===== src/rtl/key_judge.sv =====
// Piano-tiles style judge: debounces four lane buttons, detects press edges and
// scores them against the tile sitting in the bottom row, tracking hits and lives.
module key_judge #(
   parameter int DEBOUNCE_CYCLES = 500000,
   parameter int START_LIVES     = 3
) (
   input  logic       clock,
   input  logic       reset,
   input  logic [3:0] key_n,
   input  logic       row_valid,
   input  logic [2:0] bottom_line,
   output logic [3:0] key_down,
   output logic       hit_pulse,
   output logic       miss_pulse,
   output logic [7:0] score,
   output logic [1:0] lives,
   output logic       game_over
);

   localparam int CW = (DEBOUNCE_CYCLES > 1) ? $clog2(DEBOUNCE_CYCLES) : 1;
   localparam logic [CW-1:0] CNT_LAST   = CW'(DEBOUNCE_CYCLES - 1);
   localparam logic [1:0]    LIVES_INIT = 2'(START_LIVES);

   typedef enum logic [1:0] {
      S_EMPTY = 2'd0,
      S_ARMED = 2'd1,
      S_DONE  = 2'd2,
      S_OVER  = 2'd3
   } state_e;

   function automatic logic [2:0] count_ones(input logic [3:0] v);
      logic [2:0] n;
      n = 3'd0;
      for (int i = 0; i < 4; i++) begin
         n = n + {2'b00, v[i]};
      end
      return n;
   endfunction

   logic [3:0]          sync1_q, sync1_d;
   logic [3:0]          sync2_q, sync2_d;
   logic [3:0][CW-1:0]  cnt_q, cnt_d;
   logic [3:0]          key_down_q, key_down_d;
   logic [3:0]          key_down_dly_q, key_down_dly_d;
   logic [3:0]          press_q, press_d;

   state_e              state_q, state_d;
   logic [1:0]          lane_q, lane_d;
   logic [7:0]          score_q, score_d;
   logic [1:0]          lives_q, lives_d;
   logic                hit_q, hit_d;
   logic                miss_q, miss_d;
   logic                game_over_q, game_over_d;

   logic [2:0]          n_press_s;
   logic                any_press_s;
   logic                single_press_s;
   logic [3:0]          lane_onehot_s;
   logic                hit_ev_s;
   logic                miss_ev_s;

   // Synchronizers hold the pressed (inverted) level so a cleared flop means released.
   always_comb begin
      sync1_d        = ~key_n;
      sync2_d        = sync1_q;
      cnt_d          = cnt_q;
      key_down_d     = key_down_q;
      for (int i = 0; i < 4; i++) begin
         if (sync2_q[i] == key_down_q[i]) begin
            cnt_d[i] = '0;
         end else if (cnt_q[i] == CNT_LAST) begin
            cnt_d[i]      = '0;
            key_down_d[i] = sync2_q[i];
         end else begin
            cnt_d[i] = cnt_q[i] + CW'(1);
         end
      end
      key_down_dly_d = key_down_q;
      press_d        = key_down_q & ~key_down_dly_q;
   end

   always_comb begin
      n_press_s      = count_ones(press_q);
      any_press_s    = (n_press_s != 3'd0);
      single_press_s = (n_press_s == 3'd1);
      lane_onehot_s  = 4'b0001 << lane_q;
      hit_ev_s       = 1'b0;
      miss_ev_s      = 1'b0;
      case (state_q)
         S_ARMED: begin
            // A press coincident with a new row is judged against the outgoing tile only.
            if (single_press_s && ((press_q & lane_onehot_s) != 4'b0000)) begin
               hit_ev_s = 1'b1;
            end else if (any_press_s) begin
               miss_ev_s = 1'b1;
            end else if (row_valid) begin
               miss_ev_s = 1'b1;
            end else begin
               miss_ev_s = 1'b0;
            end
         end
         S_EMPTY, S_DONE: begin
            miss_ev_s = any_press_s;
         end
         S_OVER: begin
            hit_ev_s  = 1'b0;
            miss_ev_s = 1'b0;
         end
         default: begin
            hit_ev_s  = 1'b0;
            miss_ev_s = 1'b0;
         end
      endcase
   end

   always_comb begin
      state_d = state_q;
      lane_d  = lane_q;
      case (state_q)
         S_OVER: begin
            state_d = S_OVER;
         end
         S_EMPTY, S_ARMED, S_DONE: begin
            if (miss_ev_s && (lives_q == 2'd1)) begin
               state_d = S_OVER;
            end else if (row_valid) begin
               if (bottom_line[2]) begin
                  state_d = S_ARMED;
                  lane_d  = bottom_line[1:0];
               end else begin
                  state_d = S_EMPTY;
               end
            end else if ((state_q == S_ARMED) && any_press_s) begin
               state_d = S_DONE;
            end else begin
               state_d = state_q;
            end
         end
         default: begin
            state_d = S_EMPTY;
         end
      endcase
   end

   always_comb begin
      hit_d  = hit_ev_s;
      miss_d = miss_ev_s;
      if (hit_ev_s && (score_q != 8'hFF)) begin
         score_d = score_q + 8'd1;
      end else begin
         score_d = score_q;
      end
      if (miss_ev_s && (lives_q != 2'd0)) begin
         lives_d = lives_q - 2'd1;
      end else begin
         lives_d = lives_q;
      end
      game_over_d = (state_d == S_OVER);
   end

   always_ff @(posedge clock) begin
      if (reset) begin
         sync1_q        <= 4'b0000;
         sync2_q        <= 4'b0000;
         cnt_q          <= '0;
         key_down_q     <= 4'b0000;
         key_down_dly_q <= 4'b0000;
         press_q        <= 4'b0000;
         state_q        <= S_EMPTY;
         lane_q         <= 2'd0;
         score_q        <= 8'd0;
         lives_q        <= LIVES_INIT;
         hit_q          <= 1'b0;
         miss_q         <= 1'b0;
         game_over_q    <= 1'b0;
      end else begin
         sync1_q        <= sync1_d;
         sync2_q        <= sync2_d;
         cnt_q          <= cnt_d;
         key_down_q     <= key_down_d;
         key_down_dly_q <= key_down_dly_d;
         press_q        <= press_d;
         state_q        <= state_d;
         lane_q         <= lane_d;
         score_q        <= score_d;
         lives_q        <= lives_d;
         hit_q          <= hit_d;
         miss_q         <= miss_d;
         game_over_q    <= game_over_d;
      end
   end

   assign key_down   = key_down_q;
   assign hit_pulse  = hit_q;
   assign miss_pulse = miss_q;
   assign score      = score_q;
   assign lives      = lives_q;
   assign game_over  = game_over_q;

endmodule


===== config.mk =====
export PLATFORM = sky130hd
export DESIGN_NAME = key_judge
export DESIGN_NICKNAME = d
export VERILOG_FILES = /design/src/rtl/key_judge.sv
export SDC_FILE = /design/constraint.sdc
export NUM_CORES = 1
export LEC_CHECK = 0
export ABC_CLOCK_PERIOD_IN_PS = 2810
export BUFFER_PORTS_ARGS = -buffer_cell sky130_fd_sc_hd__buf_4
export CORE_ASPECT_RATIO = 2
export CORE_MARGIN = 1.5
export CORE_UTILIZATION = 53
export DETAILED_ROUTE_END_ITERATION = 16
export GPL_TIMING_DRIVEN = 0
export PLACE_DENSITY = 0.82
export REMOVE_ABC_BUFFERS = 1
export SLEW_MARGIN = 25
export SYNTH_ARGS = -nofsm -noshare
export SYNTH_HDL_FRONTEND = slang
export SYNTH_SLANG_ARGS = --single-unit

===== constraint.sdc =====
create_clock -name clock -period 2.81 [get_ports clock]
set_clock_uncertainty 0.2 [all_clocks]
set_input_delay 0.562 -clock clock [delete_from_list [all_inputs] [get_ports clock]]
set_output_delay 0.562 -clock clock [all_outputs]
set_load 0.1 [all_outputs]

==> metrics.csv, run 1 <==
stage,metric,value,unit
synth,synth_top_area_share,45.2,%
grt,grt_overflow,0,
placement,gp_congestion,0.880,
timing,fin_ws,0.0787,ns
synth,yosysTopAreaCell,dfxtp_1,
synth,netlist_area,5010,um^2
synth,synth_cells,567,
setup_path,worst_r2r_path_depth,8,
setup_path,reg2reg_slack,0.08,ns
status,status,completed,
timing,hold-worst-slack,0.0911,ns
hold_path,min_path_type,primary input to flop,
floorplanning,rows,50,
timing,rsz0062_at_grt,no,
pwr,internal-power,3.27,mW
cells_and_area,multiInputGateArea,2670,um^2
setup_path,critPathKind,flop to flop,
placement,post-dp-hpwl,6980,um
cells_and_area,fill_cells,708,
clock_network,clock_path_buffers,2,
grt,grt_pass1_vias,4302,
timing,setup_viol,0,
grt,grtUsageMet3,7.55,%
cells_and_area,final_area,6030,um^2
pwr,power.leakage,2.00,nW
pwr,sw_frac_of_total,19.3,%
synth,ys_top_cells_by_area,"dfxtp_1 45%, nor2_1 5.8%, xnor2_1 5.1%, xor2_1 4.0%, a21oi_1 2.9%",
clock_network,cts_max_level,4,
synth,postSynth.asyncResetShare,0,%
cells_and_area,drive_above_1_share,14.8,%
timing,fin_setup_tns,0,ns
grt,use_met1,20.9,%
clock_network,cts_tree,done,
placement,place_area,5270,um^2
timing,fmax,366,MHz
pwr,p_per_area,672,nW/um^2
timing,period_needed,2.73,ns
timing,drv_slew,0,
routing,drtIter0Drc,160,
floorplanning,start_util,54.1,%
job,max_cap_violations,0,
setup_path,worstPathRequired,2.95,ns
routing,drcViolationCount,0,
cells_and_area,antenna_cells,0,
floorplanning,dieArea,10100,um^2
cells_and_area,post-route-util,65.1,%
synth,ys_seq_area_share,45.2,%
timing,tightest_slew,0.873,ns
pwr,seq_power_share,40.1,%
cells_and_area,seqCellArea,2260,um^2
routing,via_count,4278,
clock_network,cts_buffers,17,
grt,grt_pass1_wl,18000,um
cells_and_area,mostFrequentLayoutCells,"111 x dfxtp_1, 77 x nor2_1, 37 x nand2_1",
setup_path,cp-end-kind,flop,
grt,met2_usage,41.5,%
routing,first_pass_iters,7,
setup_path,timing.rr.start,press_q[0]$_SDFF_PP0_,
synth,synth_seq_cells,113,
pwr,switching_power,783,uW
hold_path,hp-start,key_n[3],
setup_path,r2r-end,score[1]$_SDFFE_PP0P_,
timing,slew_headroom,41.6,%
timing,hold_viol,0,
routing,finalWirelength,11000,um
grt,top_usage_layer,met2,
cells_and_area,final_common_cell,dfxtp_1,
hold_path,min_to,sync1_q[3]$_SDFF_PP0_,
grt,grt_max_degree,37,
routing,avgViaCountPerCell,5.97,
synth,yosysWarnings,0,
routing,ant_nets,0,
pwr,pwr-share-clk,58.3,%
clock_network,clock_latency,0.42,ns
cells_and_area,fin_nets,620,
grt,antenna_found_initial,0,
synth,synth_cell_types,55,
clock_network,clkSlewWorstSetupHoldPaths,0.05,ns
clock_network,numClockSinks,113,
synth,synth_edf_count,0,
clock_network,root_buffer,clkbuf_16,
routing,wl_per_cell,15.3,um
setup_path,cp-start-kind,flop,
cells_and_area,area_growth_syn_to_layout,20.4,%
grt,grt.total_usage,22.4,%
placement,numPortBuffers,26,
floorplanning,die_h,140,um
floorplanning,die_x,71.7,um
placement,place_inst,681,
pwr,ir_drop,0.000627,V
synth,synth_ff_type,dfxtp_1,
pwr,power.share.combinational,1.6,%
timing,finalCritPeriodShare,97.2,%
synth,syn_area_per_cell,8.83,um^2
setup_path,cp_max_fo,5,
hold_path,hold_path_depth,2,
cells_and_area,instances_no_fill,717,
setup_path,critical_path_arrival,2.87,ns
floorplanning,core,9260,um^2
placement,dp_slack,-0.255,ns
floorplanning,io_pins,27,
pwr,finalPower,4.05,mW
==> final cells by class <==
cell class	instances	share of cell area, %
Multi-Input combinational cell	415	44.3
Timing Repair Buffer	30	3.76
Tap cell	104	2.16
Clock buffer	21	7.80
Inverter	23	1.43
Clock inverter	11	3.03
Sequential cell	113	37.6
==> registers in the layout (all words and copies together), names as in the netlist <==
register / count
press_q: 4
score: 8
lane_q: 2
game_over: 1
sync2_q: 4
key_down_dly_q: 4
cnt_q: 76
hit_pulse: 1
state_q: 2
key_down: 4
miss_pulse: 1
sync1_q: 4
lives: 2
==> Yosys cell counts (4+ instances only) <==
| library cell | n |
|---|---|
| nand3_1 | 29 |
| xor2_1 | 23 |
| and3_1 | 6 |
| mux2i_1 | 6 |
| nand4_1 | 22 |
| o31ai_1 | 9 |
| and4_1 | 4 |
| xnor2_1 | 29 |
| or4_1 | 17 |
| o21ai_0 | 18 |
| nor4_1 | 13 |
| inv_1 | 23 |
| nor2_1 | 77 |
| ha_1 | 9 |
| or3_1 | 13 |
| clkbuf_1 | 12 |
| a21oi_1 | 29 |
| nor2b_1 | 16 |
| dfxtp_1 | 113 |
| nand2_1 | 37 |
| nor4b_1 | 6 |
| nor3_1 | 11 |
==> critical path, stage by stage, from the launching register on <==
cell     delay (ns)
dfxtp_2        0.33
fa_1           0.55
ha_2           0.19
ha_4           0.21
nor3_2         0.17
nand4_1        0.20
buf_2          0.22
or3b_2         0.45
a21oi_1        0.15
==> cells by family (layout without fill, tap and decap cells) <==
logic type / Yosys count / count (layout) / share of synthesized area (%)
adder cells (fa/ha/maj): 10 / 10 / 2.65
buffers and inverters: 39 / 85 / 3.07
flip-flops: 113 / 113 / 45.2
AND/OR/NAND/NOR: 267 / 267 / 28.2
XOR/XNOR: 52 / 52 / 9.10
AO/OA/AOI/OAI: 77 / 77 / 9.70
multiplexers: 9 / 9 / 2.10
==> metal layers <==
layer | up-vias | routed length, um
li1 | 2088 | -
met1 | 2051 | 4130
met2 | 108 | 6190
met3 | 31 | 386
met4 | 0 | 261
met5 | - | 0
==> what timing repair did <==
action | CTS | global route
hold buffers | 0 | 0
pin swaps | 1 | 2
cloned | 0 | 1
setup endpoints to repair | 7 | 6
buffers inserted | 3 | 0
gates resized for setup | 0 | 15
==> how the worst max path moves through the flow <==
| stage | start | to | depth (start not counted) |
|---|---|---|---|
| 6_report | press_q[0]$_SDFF_PP0_ | score[1]$_SDFFE_PP0P_ | 8 |
| 5_1_grt | cnt_q[19]$_SDFF_PP0_ | cnt_q[21]$_SDFF_PP0_ | 5 |
| 4_1_cts | press_q[1]$_SDFF_PP0_ | score[5]$_SDFFE_PP0P_ | 8 |
| 3_5_place_dp | press_q[0]$_SDFF_PP0_ | score[7]$_SDFFE_PP0P_ | 7 |
| 3_3_place_gp | press_q[0]$_SDFF_PP0_ | score[7]$_SDFFE_PP0P_ | 7 |
| 2_1_floorplan | press_q[0]$_SDFF_PP0_ | score[5]$_SDFFE_PP0P_ | 7 |
==> power by group through the flow <==
stage               Combinational, mW  Clock [mW]  Sequential [mW]
floorplan                      0.0277           0             1.66
global placement               0.0607           0             1.66
detailed placement             0.0631           0             1.66
CTS                            0.0637        2.38             1.62
global route                   0.0715        2.45             1.62
finish                         0.0651        2.36             1.62
Note: power is estimated with default switching activity, not from simulation.
==> inputs of run 2 (changes only) <==
Settings changed: GPL_TIMING_DRIVEN 0 to not set, REMOVE_ABC_BUFFERS 1 to not set.
==> run 2 against run 1 <==
Effect of this change: the run now ends with design-rule violations, negative setup slack left; maximum frequency shrank 4.9%; utilization shrank 0.47 points; critical path depth is the same; sequential share of layout area grew 0.30 points; flip-flop and latch count is the same; via count grew 1.5%; clock power shrank 11%; register-to-register slack lost 0.14 ns; sequential power is essentially flat; die area is the same; largest cell class unchanged; highest routed layer unchanged.
==> metrics.csv, run 2 (synthesis gave the netlist of run 1 again) <==
stage,metric,value,unit
cells_and_area,instances_no_fill,721,
clock_network,clkSlewWorstSetupHoldPaths,0.05,ns
clock_network,cts_buffers,17,
grt,antenna_found_initial,0,
hold_path,min_path_type,primary input to flop,
timing,finalCritPeriodShare,102,%
setup_path,cp_max_fo,6,
clock_network,clock_latency,0.41,ns
grt,grt_overflow,0,
timing,period_needed,2.87,ns
grt,grt_pass1_vias,4377,
cells_and_area,mostFrequentLayoutCells,"112 x dfxtp_1, 77 x nor2_1, 37 x nand2_1",
floorplanning,die_x,71.7,um
setup_path,cp_slowest_cell,fa_1,
cells_and_area,final_area,5980,um^2
floorplanning,dieArea,10100,um^2
timing,tightest_slew,0.797,ns
clock_network,clock_path_buffers,2,
floorplanning,core,9260,um^2
setup_path,worstPathRequired,2.94,ns
timing,slew_headroom,46.6,%
placement,place_inst,686,
routing,wl_per_cell,15.7,um
pwr,p_per_area,634,nW/um^2
setup_path,critical_path_arrival,3.00,ns
cells_and_area,area_growth_syn_to_layout,19.5,%
placement,numPortBuffers,26,
placement,place_area,5300,um^2
routing,finalWirelength,11300,um
cells_and_area,fin_nets,625,
clock_network,cts_max_level,4,
routing,avgViaCountPerCell,6.02,
cells_and_area,top_register,cnt_q,
grt,grt.total_usage,22.9,%
timing,fin_setup_tns,-0.0629,ns
routing,first_pass_iters,13,
floorplanning,start_util,54.1,%
grt,grt_max_degree,37,
cells_and_area,antenna_cells,0,
clock_network,cts_tree,done,
routing,drtIter0Drc,200,
placement,gp_congestion,0.898,
synth,syn_nets,587,
floorplanning,rows,50,
timing,hold_viol,0,
routing,drcViolationCount,2,
setup_path,max_stage_delay,0.59,ns
routing,ant_nets,0,
job,max_cap_violations,0,
placement,post-dp-hpwl,7250,um
timing,rsz0062_at_grt,yes,
clock_network,cts_hold_buf,0,
setup_path,crit_path_cell_trace,fa_1 -> ha_2 -> ha_4 -> nor3_4 -> nand4_1 -> buf_6 -> or4_1 -> a21oi_1,
grt,grt_pass1_wl,18600,um
clock_network,numClockSinks,113,
timing,drv_slew,0,
pwr,ir_drop,0.000562,V
cells_and_area,final_common_cell,dfxtp_1,
floorplanning,die_h,140,um
status,violations,"design-rule violations, negative setup slack",
timing,fin_ws,-0.0629,ns
timing,setup_viol,1,
timing,hold-worst-slack,0.0941,ns
clock_network,root_buffer,clkbuf_16,
pwr,finalPower,3.80,mW
floorplanning,io_pins,27,
cells_and_area,drive_above_1_share,13.9,%
timing,fmax,348,MHz
setup_path,critPathKind,flop to flop,
pwr,power.leakage,1.99,nW
placement,dp_slack,-0.0647,ns
setup_path,cp-start-kind,flop,
setup_path,cp-end-kind,flop,
setup_path,path_buf_inv,1,
cells_and_area,post-route-util,64.6,%
setup_path,critical_path.top_delay_family,adder cells,
routing,via_count,4341,
cells_and_area,largest_reg_flops,76,
status,status,"finished, violations left",
-- run 2: worst paths after layout --
kind	end	cells after the start	slack [ns]	start
max	score[4]$_SDFFE_PP0P_	8	-0.06	press_q[1]$_SDFF_PP0_
max reg2reg	score[4]$_SDFFE_PP0P_	8	-0.06	press_q[1]$_SDFF_PP0_
min	sync1_q[3]$_SDFF_PP0_	2	0.09	key_n[3]
min reg2reg	press_q[2]$_SDFF_PP0_	1	0.19	key_down_dly_q[2]$_SDFF_PP0_
-- run 2: area by class of cell --
type                            instances  area [um^2]
Clock buffer                           26          509
Clock inverter                          5         75.1
Fill cell                             706         3270
Inverter                               23         86.3
Multi-Input combinational cell        415         2650
Sequential cell                       113         2270
Tap cell                              104          130
Timing Repair Buffer                   35          264
-- run 2: routing by layer --
metal  vias to the layer above  part of all wire (%)  global-route usage (%)
met1                      2082                    38                    23.0
met2                       113                    55                    42.2
met5                         -                     0                       0
met3                        43                   3.8                    6.12
met4                         0                   3.2                    11.2
li1                       2103                     -                       -
-- run 2: what timing repair did --
item,4_1_cts,5_1_grt
setup endpoints to repair,6,5
resized for setup,4,9
buffers inserted,0,3
cloned,0,1
pin swaps,1,7
-- run 2: power by group --
group          total, mW  leakage, nW  switching, mW  internal [mW]
combinational     0.0664        0.786         0.0413         0.0251
sequential          1.62        0.913        0.00957           1.62
clock               2.10        0.290          0.695           1.41
==> inputs of run 3 (changes only) <==
Settings changed: CTS_BUF_LIST set to sky130_fd_sc_hd__clkbuf_16.
==> run 3 against run 2 <==
Effect of this change: the flow now finishes without violations; cell area down 1.1%; sequential power about the same; final cell count down 0.14%; sequential share of layout area up 0.37 points; via count down 1.4%; count of clock-buffer cells in the layout down 9; register-to-register slack better by 0.15 ns; clock power down 8%; critical path type unchanged; critical endpoint unchanged; largest power group unchanged.
==> metrics.csv, run 3 (synthesis gave the netlist of run 1 again) <==
stage,metric,value,unit
status,status,completed,
timing,drv_slew,0,
clock_network,cts_tree,done,
cells_and_area,final_common_cell,dfxtp_1,
grt,top_usage_layer,met2,
clock_network,root_buffer,clkbuf_16,
routing,ant_nets,0,
timing,tightest_slew,0.812,ns
pwr,ir_drop,0.000548,V
cells_and_area,mostFrequentLayoutCells,"112 x dfxtp_1, 77 x nor2_1, 37 x nand2_1",
cells_and_area,seqCellArea,2260,um^2
hold_path,min_to,sync1_q[3]$_SDFF_PP0_,
floorplanning,core,9260,um^2
grt,use_met1,22.4,%
timing,hold_viol,0,
clock_network,clkSlewWorstSetupHoldPaths,0.05,ns
clock_network,clock_path_buffers,2,
cells_and_area,instances_no_fill,720,
timing,slew_headroom,45.6,%
placement,post-dp-hpwl,7250,um
floorplanning,die_x,71.7,um
routing,drtIter0Drc,147,
cells_and_area,largest_reg_flops,76,
clock_network,cts_max_level,4,
placement,place_area,5300,um^2
hold_path,min_path_type,primary input to flop,
timing,fin_setup_tns,0,ns
routing,first_pass_iters,7,
routing,wl_per_cell,15.2,um
setup_path,worst_r2r_path_depth,8,
timing,fmax,367,MHz
grt,grtUsageMet3,6.62,%
setup_path,worstPathRequired,2.95,ns
placement,place_inst,686,
setup_path,r2r-end,score[4]$_SDFFE_PP0P_,
clock_network,cts_buffers,17,
routing,drcViolationCount,0,
cells_and_area,area_growth_syn_to_layout,18.3,%
floorplanning,rows,50,
placement,gp_congestion,0.898,
floorplanning,die_h,140,um
setup_path,critPathKind,flop to flop,
cells_and_area,top_register,cnt_q,
setup_path,cp_max_fo,6,
hold_path,hold_path_depth,2,
cells_and_area,final_area,5920,um^2
grt,grt_overflow,0,
cells_and_area,multiInputGateArea,2650,um^2
timing,setup_viol,0,
grt,grt_pass1_vias,4402,
floorplanning,start_util,54.1,%
grt,grt_pass1_wl,18500,um
timing,period_needed,2.72,ns
setup_path,reg2reg_slack,0.09,ns
job,max_cap_violations,0,
routing,finalWirelength,11000,um
setup_path,cp-end-kind,flop,
synth,syn_nets,587,
setup_path,timing.rr.start,press_q[1]$_SDFF_PP0_,
hold_path,hp-start,key_n[3],
placement,numPortBuffers,26,
routing,via_count,4280,
cells_and_area,antenna_cells,0,
cells_and_area,drive_above_1_share,13.0,%
cells_and_area,fin_nets,624,
timing,rsz0062_at_grt,no,
clock_network,clock_latency,0.42,ns
setup_path,critical_path_arrival,2.86,ns
floorplanning,io_pins,27,
floorplanning,dieArea,10100,um^2
grt,grt.total_usage,22.9,%
timing,finalCritPeriodShare,96.9,%
routing,avgViaCountPerCell,5.94,
grt,met2_usage,41.8,%
clock_network,numClockSinks,113,
clock_network,cts_hold_buf,0,
grt,grt_max_degree,37,
grt,antenna_found_initial,0,
pwr,power.leakage,1.97,nW
cells_and_area,fill_cells,735,
pwr,p_per_area,614,nW/um^2
setup_path,cp-start-kind,flop,
==> run 3: cell count changes in the layout (fill, tap and decap cells not counted) <==
| cell | delta |
|---|---|
| inv_1 | +4 |
| clkbuf_8 | -5 |
| clkbuf_1 | -4 |
| mux2_2 | +1 |
| buf_4 | -1 |
| dfxtp_2 | +1 |
| mux2_4 | -1 |
| dfxtp_4 | -1 |
| clkinv_1 | +5 |
==> run 3: what timing repair did <==
| action | 4_1_cts | 5_1_grt |
|---|---|---|
| setup endpoints to repair | 5 | 6 |
| pin swaps | 1 | 4 |
| buffers inserted | 0 | 2 |
| resized for setup | 6 | 5 |
| cloned | 0 | 1 |
==> run 3: stage by stage <==
stage                     power, mW  util (%)  setup WS [ns]  hold slack (ns)
after floorplan                1.70         -          0.236            0.167
after global placement         1.72      57.3         0.0957            0.172
after detailed placement       1.72      57.3        -0.0647            0.184
after CTS                      3.66      63.4        0.00307           0.0847
after global routing           3.74      63.9        0.00805           0.0887
final                          3.64      63.9         0.0873           0.0947
==> run 3: layout make-up <==
type,count,area share [%]
sequential,113,38.2
clock inverter,14,1.84
timing repair buffer,34,4.33
multi-input combinational,415,44.8
tap,104,2.20
inverter,23,1.46
clock buffer,17,7.19
==> run 3: worst max-delay path by stage <==
stage / startpoint / endpoint / slack [ns] / cells after the start
after floorplan: score[0]$_SDFFE_PP0P_ / score[6]$_SDFFE_PP0P_ / 0.24 / 4
after global placement: press_q[0]$_SDFF_PP0_ / score[7]$_SDFFE_PP0P_ / 0.1 / 8
after detailed placement: press_q[0]$_SDFF_PP0_ / score[5]$_SDFFE_PP0P_ / -0.06 / 8
after CTS: press_q[0]$_SDFF_PP0_ / score[5]$_SDFFE_PP0P_ / 0.003 / 8
after global routing: press_q[1]$_SDFF_PP0_ / score[5]$_SDFFE_PP0P_ / 0.008 / 8
final: press_q[1]$_SDFF_PP0_ / score[4]$_SDFFE_PP0P_ / 0.09 / 8
==> run 3: worst max-delay path, cell delays in order, from the launching register on <==
cell and delay [ns]:
dfxtp_2 0.34, fa_1 0.56, ha_2 0.19, ha_4 0.21, nor3_4 0.17, nand4_1 0.17, buf_6 0.19, or4_1 0.47
a21oi_1 0.13
==> run 3: per-layer routing <==
metal,up-vias,wire (um)
met4,0,323
li1,2098,-
met3,37,322
met1,2050,4190
met5,-,0
met2,95,6140
==> run 3: where the power goes <==
part           internal (mW)  switching (mW)
sequential              1.62         0.00940
combinational         0.0251          0.0410
clock                   1.26           0.685
total                   2.90           0.736
